[config.mk]
export PLATFORM = sky130hd
export DESIGN_NAME = mem_access_ctrl_flat
export DESIGN_NICKNAME = d
export VERILOG_FILES = /design/src/rtl/dbg_pkg.sv /design/src/rtl/mem_access_ctrl_if.sv /design/src/rtl/mem_access_ctrl.sv /design/src/flat_wrapper.sv
export SDC_FILE = /design/constraint.sdc
export NUM_CORES = 1
export LEC_CHECK = 0
export BUFFER_PORTS_ARGS = -buffer_cell sky130_fd_sc_hd__buf_4
export CAP_MARGIN = 15
export CORE_MARGIN = 8
export CORE_UTILIZATION = 54
export CTS_BUF_LIST = sky130_fd_sc_hd__clkbuf_4
export DETAILED_ROUTE_END_ITERATION = 7
export PLACE_DENSITY_LB_ADDON = 0.08
export REMOVE_ABC_BUFFERS = 1
export SLEW_MARGIN = 20
export SYNTH_ARGS = -nofsm -noshare
export SYNTH_HDL_FRONTEND = slang
export SYNTH_SLANG_ARGS = --single-unit
export TNS_END_PERCENT = 20
[constraint.sdc]
create_clock -name clk -period 3.4 [get_ports clk]
set_input_delay 0 -clock clk [delete_from_list [all_inputs] [get_ports clk]]
set_output_delay 0 -clock clk [all_outputs]
set_load 0.005 [all_outputs]
[src/rtl/dbg_pkg.sv]
// Shared definitions for the debug memory-access sequencer.
//   DEF_ADDR_W / DEF_DATA_W : default memory word-address and data widths
//   op_e                    : block command opcodes
//   state_e                 : sequencer states
package dbg_pkg;
    localparam int DEF_ADDR_W = 10;
    localparam int DEF_DATA_W = 32;

    typedef enum logic [1:0] {
        OP_RD_DM = 2'd0,
        OP_RD_IM = 2'd1,
        OP_WR_DM = 2'd2,
        OP_WR_IM = 2'd3
    } op_e;

    typedef enum logic [2:0] {
        ST_IDLE,
        ST_RD_ADDR,
        ST_RD_OUT,
        ST_WR_WAIT,
        ST_WR_PULSE,
        ST_DONE
    } state_e;

    // Bit 1 of the opcode selects write, bit 0 selects IM.
    function automatic logic op_is_write(input op_e op);
        return op[1];
    endfunction
endpackage

[src/rtl/mem_access_ctrl_if.sv]
// Host-side streams of the debug memory-access sequencer.
//   cmd_* : block command (op, base word address, word count)
//   wr_*  : write-word stream into the sequencer
//   rd_*  : read-word stream out of the sequencer, tagged with its address
// master = debug unit side, slave = sequencer side.
interface mem_access_ctrl_if #(
    parameter int ADDR_W = dbg_pkg::DEF_ADDR_W,
    parameter int DATA_W = dbg_pkg::DEF_DATA_W
) ();
    logic              cmd_valid;
    logic              cmd_ready;
    logic [1:0]        cmd_op;
    logic [ADDR_W-1:0] cmd_base;
    logic [ADDR_W:0]   cmd_len;

    logic              wr_valid;
    logic              wr_ready;
    logic [DATA_W-1:0] wr_data;

    logic              rd_valid;
    logic              rd_ready;
    logic [DATA_W-1:0] rd_data;
    logic [ADDR_W-1:0] rd_addr;

    modport master (
        output cmd_valid, cmd_op, cmd_base, cmd_len,
        input  cmd_ready,
        output wr_valid, wr_data,
        input  wr_ready,
        input  rd_valid, rd_data, rd_addr,
        output rd_ready
    );

    modport slave (
        input  cmd_valid, cmd_op, cmd_base, cmd_len,
        output cmd_ready,
        input  wr_valid, wr_data,
        output wr_ready,
        output rd_valid, rd_data, rd_addr,
        input  rd_ready
    );
endinterface

[src/rtl/mem_access_ctrl.sv]
// Debug-side sequencer owning IM/DM while the CPU is halted. Executes block
// read/write commands, walking the word address range (wrapping at the top).
//   clk, rstn        : clock, asynchronous active-low reset
//   debug            : CPU halted; commands accepted only while high, a fall
//                      while busy aborts the command (done still pulses)
//   bus              : command / write-stream / read-stream (slave side);
//                      its ADDR_W/DATA_W must match this module's
//   addr, din        : shared memory address and write data (registered)
//   we_dm, we_im     : one-cycle write strobes
//   dout_dm, dout_im : asynchronous memory read data
//   busy, done       : command in progress / end-of-command pulse
module mem_access_ctrl #(
    parameter int ADDR_W = dbg_pkg::DEF_ADDR_W,
    parameter int DATA_W = dbg_pkg::DEF_DATA_W
) (
    input  logic               clk,
    input  logic               rstn,
    input  logic               debug,
    mem_access_ctrl_if.slave   bus,
    output logic [ADDR_W-1:0]  addr,
    output logic [DATA_W-1:0]  din,
    output logic               we_dm,
    output logic               we_im,
    input  logic [DATA_W-1:0]  dout_dm,
    input  logic [DATA_W-1:0]  dout_im,
    output logic               busy,
    output logic               done
);
    import dbg_pkg::*;

    state_e            state, state_nx;
    op_e               op;
    logic [ADDR_W-1:0] cur;
    logic [ADDR_W:0]   remaining;
    logic              armed;     // cmd_ready held low until the first edge after reset
    logic              rd_prime;  // first read word waits one cycle for addr to load
    logic [DATA_W-1:0] rd_data_q;
    logic [ADDR_W-1:0] rd_addr_q;

    logic cmd_fire, rd_fire, wr_fire, last;

    function automatic logic [DATA_W-1:0] rd_mux(input op_e o,
                                                 input logic [DATA_W-1:0] dm,
                                                 input logic [DATA_W-1:0] im);
        return (o == OP_RD_IM) ? im : dm;
    endfunction

    // Strobes and stream handshakes are gated by debug so an abort takes
    // effect in the same cycle debug falls.
    assign bus.cmd_ready = armed & debug & (state == ST_IDLE);
    assign bus.rd_valid  = debug & (state == ST_RD_OUT);
    assign bus.wr_ready  = debug & (state == ST_WR_WAIT);
    assign bus.rd_data   = rd_data_q;
    assign bus.rd_addr   = rd_addr_q;

    assign we_dm = debug & (state == ST_WR_PULSE) & (op == OP_WR_DM);
    assign we_im = debug & (state == ST_WR_PULSE) & (op == OP_WR_IM);
    assign busy  = (state != ST_IDLE);
    assign done  = (state == ST_DONE);

    assign cmd_fire = bus.cmd_valid & bus.cmd_ready;
    assign rd_fire  = bus.rd_valid & bus.rd_ready;
    assign wr_fire  = bus.wr_valid & bus.wr_ready;
    assign last     = (remaining == (ADDR_W+1)'(1));

    always_ff @(posedge clk or negedge rstn) begin
        if (!rstn) state <= ST_IDLE;
        else       state <= state_nx;
    end

    always_comb begin
        state_nx = state;
        case (state)
            ST_IDLE: begin
                if (cmd_fire) begin
                    if (bus.cmd_len == '0)                 state_nx = ST_DONE;
                    else if (op_is_write(op_e'(bus.cmd_op))) state_nx = ST_WR_WAIT;
                    else                                   state_nx = ST_RD_ADDR;
                end
            end
            ST_RD_ADDR: begin
                if (!debug)        state_nx = ST_DONE;
                else if (!rd_prime) state_nx = ST_RD_OUT;
            end
            ST_RD_OUT: begin
                if (!debug)       state_nx = ST_DONE;
                else if (rd_fire) state_nx = last ? ST_DONE : ST_RD_ADDR;
            end
            ST_WR_WAIT: begin
                if (!debug)       state_nx = ST_DONE;
                else if (wr_fire) state_nx = ST_WR_PULSE;
            end
            ST_WR_PULSE: begin
                if (!debug) state_nx = ST_DONE;
                else        state_nx = last ? ST_DONE : ST_WR_WAIT;
            end
            ST_DONE: state_nx = ST_IDLE;
            default: state_nx = ST_IDLE;
        endcase
    end

    always_ff @(posedge clk or negedge rstn) begin
        if (!rstn) begin
            armed     <= 1'b0;
            op        <= OP_RD_DM;
            cur       <= '0;
            remaining <= '0;
            rd_prime  <= 1'b0;
            addr      <= '0;
            din       <= '0;
            rd_data_q <= '0;
            rd_addr_q <= '0;
        end else begin
            armed <= 1'b1;
            case (state)
                ST_IDLE: begin
                    if (cmd_fire) begin
                        op        <= op_e'(bus.cmd_op);
                        cur       <= bus.cmd_base;
                        remaining <= bus.cmd_len;
                        rd_prime  <= 1'b1;
                    end
                end
                ST_RD_ADDR: begin
                    addr     <= cur;
                    rd_prime <= 1'b0;
                    // addr already equals cur here, so dout is for this word
                    if (!rd_prime && debug) begin
                        rd_data_q <= rd_mux(op, dout_dm, dout_im);
                        rd_addr_q <= cur;
                    end
                end
                ST_RD_OUT: begin
                    if (rd_fire) begin
                        cur       <= cur + 1'b1;
                        addr      <= cur + 1'b1;  // preload keeps 2 cycles/word
                        remaining <= remaining - 1'b1;
                    end
                end
                ST_WR_WAIT: begin
                    addr <= cur;
                    if (wr_fire) din <= bus.wr_data;
                end
                ST_WR_PULSE: begin
                    if (debug) begin
                        cur       <= cur + 1'b1;
                        remaining <= remaining - 1'b1;
                    end
                end
                default: ;
            endcase
        end
    end
endmodule

[src/flat_wrapper.sv]
// flat-port wrapper written by rule: the top's interface ports become plain ports
module mem_access_ctrl_flat import dbg_pkg::*;
#(
    parameter int ADDR_W = dbg_pkg::DEF_ADDR_W,
    parameter int DATA_W = dbg_pkg::DEF_DATA_W
)
  (clk, rstn, debug, addr, din, we_dm, we_im, dout_dm, dout_im, busy, done, bus_cmd_valid, bus_cmd_op, bus_cmd_base, bus_cmd_len, bus_cmd_ready, bus_wr_valid, bus_wr_data, bus_wr_ready, bus_rd_valid, bus_rd_data, bus_rd_addr, bus_rd_ready);
  mem_access_ctrl_if #(.ADDR_W(ADDR_W), .DATA_W(DATA_W)) bus_i ();
  input  logic clk;
  input  logic rstn;
  input  logic debug;
  output logic [ADDR_W-1:0] addr;
  output logic [DATA_W-1:0] din;
  output logic we_dm;
  output logic we_im;
  input  logic [DATA_W-1:0] dout_dm;
  input  logic [DATA_W-1:0] dout_im;
  output logic busy;
  output logic done;
  input wire logic [$bits(bus_i.cmd_valid)-1:0] bus_cmd_valid;
  input wire logic [$bits(bus_i.cmd_op)-1:0] bus_cmd_op;
  input wire logic [$bits(bus_i.cmd_base)-1:0] bus_cmd_base;
  input wire logic [$bits(bus_i.cmd_len)-1:0] bus_cmd_len;
  output wire logic [$bits(bus_i.cmd_ready)-1:0] bus_cmd_ready;
  input wire logic [$bits(bus_i.wr_valid)-1:0] bus_wr_valid;
  input wire logic [$bits(bus_i.wr_data)-1:0] bus_wr_data;
  output wire logic [$bits(bus_i.wr_ready)-1:0] bus_wr_ready;
  output wire logic [$bits(bus_i.rd_valid)-1:0] bus_rd_valid;
  output wire logic [$bits(bus_i.rd_data)-1:0] bus_rd_data;
  output wire logic [$bits(bus_i.rd_addr)-1:0] bus_rd_addr;
  input wire logic [$bits(bus_i.rd_ready)-1:0] bus_rd_ready;
  assign bus_i.cmd_valid = bus_cmd_valid;
  assign bus_i.cmd_op = bus_cmd_op;
  assign bus_i.cmd_base = bus_cmd_base;
  assign bus_i.cmd_len = bus_cmd_len;
  assign bus_cmd_ready = bus_i.cmd_ready;
  assign bus_i.wr_valid = bus_wr_valid;
  assign bus_i.wr_data = bus_wr_data;
  assign bus_wr_ready = bus_i.wr_ready;
  assign bus_rd_valid = bus_i.rd_valid;
  assign bus_rd_data = bus_i.rd_data;
  assign bus_rd_addr = bus_i.rd_addr;
  assign bus_i.rd_ready = bus_rd_ready;
  mem_access_ctrl #(.ADDR_W(ADDR_W), .DATA_W(DATA_W)) u_core (.clk(clk), .rstn(rstn), .debug(debug), .bus(bus_i), .addr(addr), .din(din), .we_dm(we_dm), .we_im(we_im), .dout_dm(dout_dm), .dout_im(dout_im), .busy(busy), .done(done));
endmodule
# Word-level counts from Yosys, hierarchy flattened
# Cells that the tools add are included.
# totals
regBits,112
input_bits,125
out_inout_bits,91
word_cells,78
# classes
n_addsub,2
n_eq_ne,15
muxes,25
n_bitwise,10
n_reduce_logical,16
# op_table
cell,count
$mux W11,3
$mux W3,11
$pmux W11 S3,1
$mux W32,1
$mux W10,3
$pmux W10 S3,1
$pmux W10 S2,1
$pmux W3 S5,1
$eq A11 B1 Y1 const B,1
$logic_not A11 Y1,1
$sub A11 B1 Y11 const B,1
$add A10 B1 Y10 const B,1
$and A1 B1 Y1,10
$reduce_and A2 Y1,5
$reduce_and A4 Y1,2
$eq A3 B2 Y1 const B,2
$eq A3 B3 Y1 const B,2
$ne A3 B2 Y1 const B,2
$reduce_bool A3 Y1,2
$eq A2 B2 Y1 const B,2
$ne A2 B1 Y1 const B,2
$reduce_bool A2 Y1,2
$eq A3 B1 Y1 const B,1
$logic_not A3 Y1,1
9 further kinds,9

# Depth between registers and ports, before layout
# logic_depth
depth_word,6
mapped_depth,8
ltp_nobuf,7

# Least setup slack after synthesis
# OpenSTA, ideal clock, no wires.
# synth_path
path_type,reg-to-reg
from,register u_core.state[1]
to,"register u_core.rd_data_q[10], in the netlist u_core.bus.rd_data[10]"
setup_time_ps,133
t_arrival_ps,1493
required_ps,3267
path_slack_ps,1774
path_stages_with_launch,8
path_buffers,3
period_less_slack_ps,1626
path_cell_list,dfrtp_1 buf_4 nand2b_4 or3_1 buf_2 buf_2 nand2_1 o21ai_0
# synth_via
elab_chain_cells,2
# synth_rtl
item,line_no,source
"start, declared",mem_access_ctrl.sv:31,"state_e state, state_nx;"
"start signal, assigned",mem_access_ctrl.sv:68,else state <= state_nx;
$eq A3 B1 Y1,mem_access_ctrl.sv:115,case (state)
$reduce_and A2 Y1 (no source line),--,
"end signal, assigned",mem_access_ctrl.sv:129,"rd_data_q <= rd_mux(op, dout_dm, dout_im);"
"end, declared",mem_access_ctrl.sv:37,logic [DATA_W-1:0] rd_data_q;
# No other way between the ends.
# A chain may end at the register's enable or synchronous reset.

# Final worst setup path
# layout_path
from,input bus_cmd_len[2]
to,register u_core.state[2]
# layout_via
elab_chain_cells,4
# layout_rtl
item,line_no,source
"start, declared",flat_wrapper.sv:23,input wire logic [$bits(bus_i.cmd_len)-1:0] bus_cmd_len;
$logic_not A11 Y1,mem_access_ctrl.sv:76,if (bus.cmd_len == '0) state_nx = ST_DONE;
$mux W3,mem_access_ctrl.sv:76,
$mux W3,mem_access_ctrl.sv:75,if (cmd_fire) begin
$pmux W3 S5,mem_access_ctrl.sv:73,case (state)
# No other way between the ends. The select of a mux whose other input is x is not followed.

==> impl_metrics.tcl <==
set metrics [dict create \
    track_usage_pct 31.9 \
    cts_tree "built" \
    ant_nets 0 \
    yosysWarnings 0 \
    port_buffers 215 \
    drive_above_1_share_pct 33.8 \
    synthArstFlopShare_pct 100 \
    pin_count 216 \
    synth_ff_type "dfrtp_1" \
    finalSetupTns_ns 0 \
    place_inst 831 \
    period_share_pct 80.6 \
    yosysMostFrequentCell "dfrtp_1" \
    overflow 0 \
    place_area_um2 6990 \
    hold_viol 0 \
    dp_hpwl_mm 12.2 \
    h-tree-depth 3 \
    cp_max_fo 2 \
    antenna_found_initial 0 \
    maxCapViolations 0 \
    core_area_um2 9680 \
    synth_seq_cells 112 \
    synth-seq-area-share_pct 52.6 \
    cts_setup_buffers 0 \
    viasPerCell 5.75 \
    path_class "input pin to register" \
    crit_slowest_cell "dlygate4sd3_1" \
    cp_cell_sequence "dlygate4sd3_1 -> buf_4 -> nor4_1 -> dlygate4sd3_1 -> nand4_1 -> dlygate4sd3_1 -> a21oi_1 -> dlygate4sd3_1" \
    yosysTopAreaCellShare_pct 52.6 \
    cp.arrival_ns 3.13 \
    max_stage_delay_ns 0.63 \
    clk_pin_slew_worst_paths_ns 0.15 \
    ys_types 49 \
    n_antenna_cell 0 \
    synthTopCellsByArea "dfrtp_1 (53%), mux2_2 (8.7%), mux2i_1 (6.4%)" \
    timing.final.crit_period_ns 2.74 \
    wirelength_mm 21.2 \
    max_freq_mhz 365 \
    syn_inst 510 \
    drc_errors 0 \
    grt_max_degree 77 \
    die_x_um 115 \
    ir_worst_vdd_mv 0.470 \
    num_rows 36 \
    start_kind "input pin" \
    dieArea_um2 13300 \
    rsz0062_at_grt "no" \
    synth_area_per_cell_um2 10.5 \
    cts.sinks 112 \
    slew_viol_final 0 \
    drtIter0Drc 422 \
    skew_ns 0.0414 \
    wl_per_cell_um 21.8 \
    synth_area_um2 5330 \
    fin_nets 965 \
    dr.pass1.iters 7 \
    p_leak_nw 3.96 \
    grt_pass1_vias 5919 \
    clk_latency_ns 0.47 \
    slew_headroom_pct 43.0 \
    endpoint_kind "register" \
    synth_top_area_cell "dfrtp_1" \
    path_delay_family "buffers and inverters" \
    final_area_um2 8400 \
    ctsResizeCount 0 \
    synth_edf_count 0 \
    cts_root_buffer "clkbuf_4" \
    status "completed" \
    grt_pass1_wl_mm 32.9 \
    die_h_um 115 \
    required_ns 3.79 \
    via_count 5604 \
    power.density_nw_per_um2 749 \
    syn_to_final_growth_pct 57.6 \
    clockBufferDepth 2 \
    globalplace.congestion 0.864 \
    hold_path_class "input pin to register" \
    crit_buf_inv 5 \
    finalSetupViolCount 0 \
    finalNonFillerCells 975 \
    worst_slew_pin_slew_ns 0.848 \
    initial_core_util_pct 55.0 \
    synth_common_cells "dfrtp_1 (112), nand2_1 (62), o21ai_0 (61)" \
    cp_common_cell "dlygate4sd3_1" \
    cts_made_buffers 9 \
]
[cell type report]
type / count / area (µm²)
clock buffer: 10 / 75.1
sequential: 112 / 2800
tap: 133 / 166
clock inverter: 6 / 51.3
fill: 463 / 1280
inverter: 8 / 30.0
timing repair buffer: 349 / 2940
multi-input combinational: 357 / 2340
[routing by layer]
| layer | vias up | global-route usage (%) | routed length [µm] |
|---|---|---|---|
| met5 | - | 0 | 0 |
| met4 | 0 | 16.1 | 955 |
| li1 | 2480 | - | - |
| met1 | 2732 | 35.4 | 7860 |
| met3 | 76 | 7.25 | 1660 |
| met2 | 316 | 56.1 | 10700 |
[worst register-to-register path, delay by kind of cell, from the launching register on]
family / cells / cell delay, ns
buf+inv: 2 / 1.02
simple gates: 1 / 0.65
flops: 1 / 0.45
mux: 1 / 0.26
compound gates: 1 / 0.10
[metrics by stage]
stage          util (%)  hold WS, ns  worst slack (ns)  power (W)
2_1_floorplan         -       -0.296             0.385    0.00378
3_3_place_gp       72.2      -0.0270             0.977    0.00506
3_5_place_dp       72.2      -0.0220             0.878    0.00519
4_1_cts            86.7       0.0131             0.761    0.00605
5_1_grt            86.8       0.0321             0.592    0.00663
6_report           86.8       0.0318             0.660    0.00629
[sequential cells by signal, indices dropped and copies added, names as in the netlist]
signal / flops
u_core.bus.rd_addr: 10
u_core.state: 3
u_core.rd_prime: 1
u_core.addr: 10
u_core.cur: 10
u_core.op: 2
u_core.remaining: 11
u_core.bus.rd_data: 32
u_core.din: 32
u_core.armed: 1
[kinds of logic after synthesis]
logic type               count (synthesis)  share of synthesized area (%)
multiplexers                            76                           15.3
AND/OR/NAND/NOR                        145                           12.4
XOR/XNOR                                 3                          0.493
buffers and inverters                   41                           3.83
AO/OA/AOI/OAI                          129                           14.6
adder cells (fa/ha/maj)                  3                          0.704
flip-flops                             112                           52.6
other                                    1                         0.0704
[cells in the final DEF, fill, tap and decap left out, types with 2 or more instances in the layout]
master / instances
o21ai_0: 61
ha_1: 3
mux2i_1: 34
a22oi_1: 4
nor2b_1: 2
o22a_1: 3
xnor2_1: 2
a31oi_1: 3
nor3_1: 10
dlygate4sd3_1: 128
dfrtp_1: 112
mux2_2: 41
a31o_2: 2
a21oi_1: 30
nand3_1: 17
o2bb2ai_1: 2
o311ai_0: 3
a21o_1: 2
o211ai_1: 2
nand4_1: 5
o22ai_1: 4
nor2_1: 31
nor4_1: 5
inv_8: 2
clkbuf_4: 10
nand2_1: 62
inv_1: 8
o31ai_1: 2
a221o_1: 2
nand2b_4: 2
buf_4: 221
and3_1: 5
[worst paths after layout]
kind	start	to	slack, ns	cells past startpoint
max	bus_cmd_len[2]	u_core.state[2]$_DFFE_PN0P_	0.66	8
min	debug	u_core.state[0]$_DFFE_PN0P_	0.03	4
max reg2reg	u_core.op[0]$_DFFE_PN0P_	u_core.bus.rd_data[17]$_DFFE_PN0P_	0.78	5
min reg2reg	u_core.bus.rd_addr[2]$_DFFE_PN0P_	u_core.bus.rd_addr[2]$_DFFE_PN0P_	0.51	2
max in group asynchronous	rstn	u_core.bus.rd_addr[9]$_DFFE_PN0P_	1.55	4
min in group asynchronous	rstn	u_core.bus.rd_data[23]$_DFFE_PN0P_	0.47	3
[report_power, final]
part | leakage [nW] | internal [W] | switching, W
Sequential | 1.38 | 0.00196 | 0.000582
Combinational | 2.52 | 0.00162 | 0.00149
Clock | 0.0685 | 0.000171 | 0.000461
[what timing repair did]
item / 4_1_cts / 5_1_grt
setup endpoints to repair: 0 / 0
hold endpoints to repair: 138 / 0
hold buffers: 128 / 0
Power figures use the tool's default switching activity.
